[config.mk]
export PLATFORM = sky130hd
export DESIGN_NAME = button_step_conditioner
export DESIGN_NICKNAME = d
export VERILOG_FILES = /design/src/rtl/board_io_pkg.sv /design/src/rtl/btn_debounce.sv /design/src/rtl/button_step_conditioner.sv
export SDC_FILE = /design/constraint.sdc
export NUM_CORES = 1
export LEC_CHECK = 0
export CAP_MARGIN = 20
export CORE_ASPECT_RATIO = 0.9
export CORE_UTILIZATION = 35
export CTS_CLUSTER_DIAMETER = 120
export DETAILED_ROUTE_END_ITERATION = 10
export HOLD_SLACK_MARGIN = 0.02
export SYNTH_ARGS = -nofsm -noshare
export SYNTH_HDL_FRONTEND = slang
export SYNTH_SLANG_ARGS = --single-unit
[constraint.sdc]
create_clock -name clk_100mhz -period 4.7 [get_ports clk_100mhz]
set_input_delay 0.94 -clock clk_100mhz [delete_from_list [all_inputs] [get_ports clk_100mhz]]
set_output_delay 0.94 -clock clk_100mhz [all_outputs]
set_load 0.1 [all_outputs]
[src/rtl/board_io_pkg.sv]
// Shared board I/O types and timing constants for the button conditioning path.
package board_io_pkg;

    localparam int unsigned CLK_HZ        = 100_000_000;
    localparam int unsigned DEBOUNCE_10MS = 1_000_000;

    typedef enum logic [1:0] {
        IDLE,
        WAIT_FIRST,
        REPEAT
    } step_state_e;

endpackage

[src/rtl/btn_debounce.sv]
// Two-flop synchronizer plus stable-count debouncer for one raw push-button.
module btn_debounce
    import board_io_pkg::*;
#(
    parameter int unsigned DEBOUNCE_CYCLES = DEBOUNCE_10MS
) (
    input  logic clk_i,
    input  logic rst_i,
    input  logic btn_i,
    output logic level_o,
    output logic level_next_o
);

    localparam int unsigned   CW       = $clog2(DEBOUNCE_CYCLES + 1);
    localparam logic [CW-1:0] CNT_LAST = CW'(DEBOUNCE_CYCLES - 1);

    logic          sync1_q;
    logic          sync2_q;
    logic [CW-1:0] cnt_q;
    logic [CW-1:0] cnt_d;
    logic          level_q;
    logic          level_d;

    always_ff @(posedge clk_i or posedge rst_i) begin
        if (rst_i) begin
            sync1_q <= 1'b0;
            sync2_q <= 1'b0;
            cnt_q   <= '0;
            level_q <= 1'b0;
        end else begin
            sync1_q <= btn_i;
            sync2_q <= sync1_q;
            cnt_q   <= cnt_d;
            level_q <= level_d;
        end
    end

    always_comb begin
        cnt_d   = '0;
        level_d = level_q;
        if (sync2_q != level_q) begin
            if (cnt_q == CNT_LAST) begin
                level_d = ~level_q;
            end else begin
                cnt_d = cnt_q + 1'b1;
            end
        end
    end

    // The next level lets the step logic register its pulse on the same edge the level rises.
    assign level_o      = level_q;
    assign level_next_o = level_d;

endmodule

[src/rtl/button_step_conditioner.sv]
// Turns the debounced left/right buttons into single-cycle step pulses with auto-repeat.
module button_step_conditioner
    import board_io_pkg::*;
#(
    parameter int unsigned DEBOUNCE_CYCLES = DEBOUNCE_10MS,
    parameter int unsigned REPEAT_DELAY    = 50_000_000,
    parameter int unsigned REPEAT_PERIOD   = 15_000_000
) (
    input  logic clk_100mhz,
    input  logic rst,
    input  logic btn_left,
    input  logic btn_right,
    output logic step_left,
    output logic step_right,
    output logic level_left,
    output logic level_right
);

    localparam int unsigned   RMAX        = (REPEAT_DELAY > REPEAT_PERIOD) ? REPEAT_DELAY : REPEAT_PERIOD;
    localparam int unsigned   RW          = $clog2(RMAX + 1);
    localparam logic [RW-1:0] DELAY_LAST  = (REPEAT_DELAY == 0) ? '0 : RW'(REPEAT_DELAY - 1);
    localparam logic [RW-1:0] PERIOD_LAST = RW'(REPEAT_PERIOD - 1);

    logic [1:0]    lvl_q;
    logic [1:0]    lvl_n;
    logic          hold;
    step_state_e   state_q [2];
    step_state_e   state_d [2];
    logic [RW-1:0] rcnt_q  [2];
    logic [RW-1:0] rcnt_d  [2];
    logic [1:0]    step_q;
    logic [1:0]    step_d;

    btn_debounce #(.DEBOUNCE_CYCLES(DEBOUNCE_CYCLES)) u_deb_left (
        .clk_i       (clk_100mhz),
        .rst_i       (rst),
        .btn_i       (btn_left),
        .level_o     (lvl_q[0]),
        .level_next_o(lvl_n[0])
    );

    btn_debounce #(.DEBOUNCE_CYCLES(DEBOUNCE_CYCLES)) u_deb_right (
        .clk_i       (clk_100mhz),
        .rst_i       (rst),
        .btn_i       (btn_right),
        .level_o     (lvl_q[1]),
        .level_next_o(lvl_n[1])
    );

    // Holding through the edge where one level falls restarts the survivor's delay from that edge.
    assign hold = (&lvl_n) | (&lvl_q);

    always_ff @(posedge clk_100mhz or posedge rst) begin
        if (rst) begin
            for (int unsigned i = 0; i < 2; i++) begin
                state_q[i] <= IDLE;
                rcnt_q[i]  <= '0;
            end
            step_q <= '0;
        end else begin
            for (int unsigned i = 0; i < 2; i++) begin
                state_q[i] <= state_d[i];
                rcnt_q[i]  <= rcnt_d[i];
            end
            step_q <= step_d;
        end
    end

    always_comb begin
        for (int unsigned i = 0; i < 2; i++) begin
            state_d[i] = state_q[i];
            rcnt_d[i]  = '0;
            step_d[i]  = 1'b0;
            if (!lvl_n[i]) begin
                state_d[i] = IDLE;
            end else if (hold) begin
                state_d[i] = WAIT_FIRST;
            end else begin
                case (state_q[i])
                    IDLE: begin
                        state_d[i] = WAIT_FIRST;
                        step_d[i]  = 1'b1;
                    end
                    WAIT_FIRST: begin
                        if (REPEAT_DELAY != 0) begin
                            if (rcnt_q[i] == DELAY_LAST) begin
                                state_d[i] = REPEAT;
                                step_d[i]  = 1'b1;
                            end else begin
                                rcnt_d[i] = rcnt_q[i] + 1'b1;
                            end
                        end
                    end
                    REPEAT: begin
                        if (rcnt_q[i] == PERIOD_LAST) begin
                            step_d[i] = 1'b1;
                        end else begin
                            rcnt_d[i] = rcnt_q[i] + 1'b1;
                        end
                    end
                    default: state_d[i] = IDLE;
                endcase
            end
        end
    end

    assign step_left   = step_q[0];
    assign step_right  = step_q[1];
    assign level_left  = lvl_q[0];
    assign level_right = lvl_q[1];

endmodule

==> flow_summary.ini <==
[outcome]
status = complete, no violations

[synth]
avgSynthCellArea_um2 = 9.81
synth_commonest_cells = dfrtp_1 (104), nor2_1 (57), nor3_1 (49), xnor2_1 (42), nand3_1 (38)
synth_flop_cell = dfrtp_1
yosys_warnings = 0
syn-num-nets = 580
synth_cell_types = 50
syn_inst = 562
ys_seq_area_share_pct = 47.2
synth_edf_count = 0
ys_ff_latch = 104
synth_area_um2 = 5520
yosys.area.top_type = dfrtp_1
synth.area.top_cells = dfrtp_1 (47%), xnor2_1 (6.7%), xor2_1 (5.9%)
async_flop_share_pct = 100
netlist.area_leader.share_pct = 47.2
yosysMostFrequentCell = dfrtp_1

[floorplan]
core_um2 = 15400
die_area_um2 = 16300
num_rows = 43
initial_core_util_pct = 35.8
die_height_um = 121
top_level_ports = 8
fp.dieW_um = 134

[clock_tree]
post_cts_buffers = 0
cts_resized = 0
clock_sinks = 104
clk_latency_ps = 350
clkSlewWorstSetupHoldPaths_ps = 60
clock-root-buffer = clkbuf_16
clockBufferDepth = 2
cts-hold-fix-buffers = 0
cts_tree = built
htree_levels = 3
cts_buffers = 9

[worst_setup_path]
critical_path_buf_inv_count = 1
cp.required_ps = 3760
cp_slowest_stage_delay_ps = 1180
r2r_slack_ps = 1950
path_delay_family = buffers and inverters
crit_type = reg -> out
cp-start-kind = register
crit_chain = clkdlybuf4s50_1
endpoint_kind = primary output
arrival_ps = 1970
critical_path.slowest_cell = clkdlybuf4s50_1
crit_fanout = 5

[routing]
drtPass1Iterations = 4
num_vias = 4047
dr.first_iter.drc_count = 254
drc = 0
wl_per_cell_um = 13.7
via_per_inst = 5.19
postRouteAntennaNets = 0
wl_um = 10700

[timing]
hold_viol = 0
report.final.slew_viol_count = 0
finClkSkew_ps = 10.6
setup_viol = 0
tightest_slew_ps = 988
fin_hold_ws_ps = 357
grt_setup_unrepaired = no
layout_min_cycle_time_ps = 2910
finalCritPeriodShare_pct = 61.9
slew_headroom_pct = 33.9
max_freq_mhz = 344
setup_tns_ps = 0

[placement]
place_congestion = 0.821
io_buffers = 7
dp_hpwl_um = 7070

[layout]
multi_input_area_um2 = 2740
drive_gt1_share_pct = 9.17
diodes = 0
fin_nets = 592
ff_latch_area_um2 = 2600
area_growth_pct = 11.1
nFillCells = 1560

[grt]
grt_max_degree = 82
grt_pass1_vias = 4001
grt_antenna_before_repair = 0
grt.total_usage_pct = 14.2
grt-ovfl-total = 0
grt_pass1_wl_um = 18700

[power]
irDropWorstVdd_uv = 205
power_density_nw_per_um2 = 270
power_leakage_nw = 2.33

[worst_hold_path]
hold_path_class = reg -> reg

[job]
cap_viol_max_count = 0
## per-layer routing
layer | track usage [%] | up-vias | routed length (um)
li1 | - | 2010 | -
met1 | 19.1 | 1993 | 5470
met5 | 0 | - | 0
met3 | 3.43 | 5 | 242
met4 | 3.72 | 0 | 85
met2 | 22.7 | 39 | 4900
## placed cells by master, fill, tap and decap left out, types with 18 or more instances in the layout
cell,count
nand4_1,18
dfrtp_1,104
xnor2_1,42
inv_1,25
nand3_1,38
nor3_2,18
nand2_1,28
nor2_1,57
nor3_1,49
xor2_1,37
## power breakdown
group	switching (mW)	leakage [nW]	internal, mW
Sequential	0.00481	1.44	0.900
Combinational	0.0282	0.767	0.0118
Clock	0.324	0.128	0.386
Total	0.357	2.33	1.30
## cells by family (layout without fill, tap and decap cells)
| logic type | Yosys count | after routing | synth area share, % |
|---|---|---|---|
| AO/OA/AOI/OAI | 38 | 38 | 4.38 |
| adder cells (fa/ha/maj) | 14 | 14 | 3.18 |
| buffers and inverters | 42 | 58 | 3.27 |
| XOR/XNOR | 79 | 79 | 12.5 |
| AND/OR/NAND/NOR | 284 | 284 | 29.3 |
| flip-flops | 104 | 104 | 47.2 |
| multiplexers | 1 | 1 | 0.181 |
## sequential cells by signal, indices dropped and copies added, names as in the netlist, 2 cells and up
register,cells
rcnt_q,52
u_deb_left.cnt_q,20
state_q,4
step_q,2
u_deb_right.cnt_q,20
## per-stage QoR
stage               instances  instance area [um^2]  setup WS (ps)  total power [mW]  util [%]
finish                    780                  6130           1790              1.66      39.8
global route              780                  6130           1730              1.72      39.8
CTS                       778                  6100           1780              1.68      39.6
detailed placement        763                  5820           1960             0.962      37.8
global placement          763                  5820           2020             0.960      37.8
floorplan                 562                  5520           1030             0.947         -
## worst register-to-register path: stages (launching register included)
cell and delay, ps:
dfrtp_1 430, or4_1 510, or4_4 540, or3_4 370
a211o_1 300, buf_4 260, nor3_1 250
## worst paths after layout
kind / startpoint / end / depth (start not counted)
setup / recovery: u_deb_right.level_o / level_right / 1
hold / removal: u_deb_right.sync1_q / u_deb_right.sync2_q / 0
setup reg to reg: u_deb_right.cnt_q[7] / rcnt_q[4] / 6
hold reg to reg: u_deb_right.sync1_q / u_deb_right.sync2_q / 0
max in group asynchronous: rst / rcnt_q[30] / 4
min in group asynchronous: rst / rcnt_q[22] / 2
## layout make-up
class	instances	share of cell area, %
multi-input combinational	416	44.6
sequential	104	42.5
clock buffer	13	4.25
tap	202	4.12
timing repair buffer	17	2.65
inverter	26	1.63
clock inverter	2	0.245
Power figures use the tool's default switching activity.
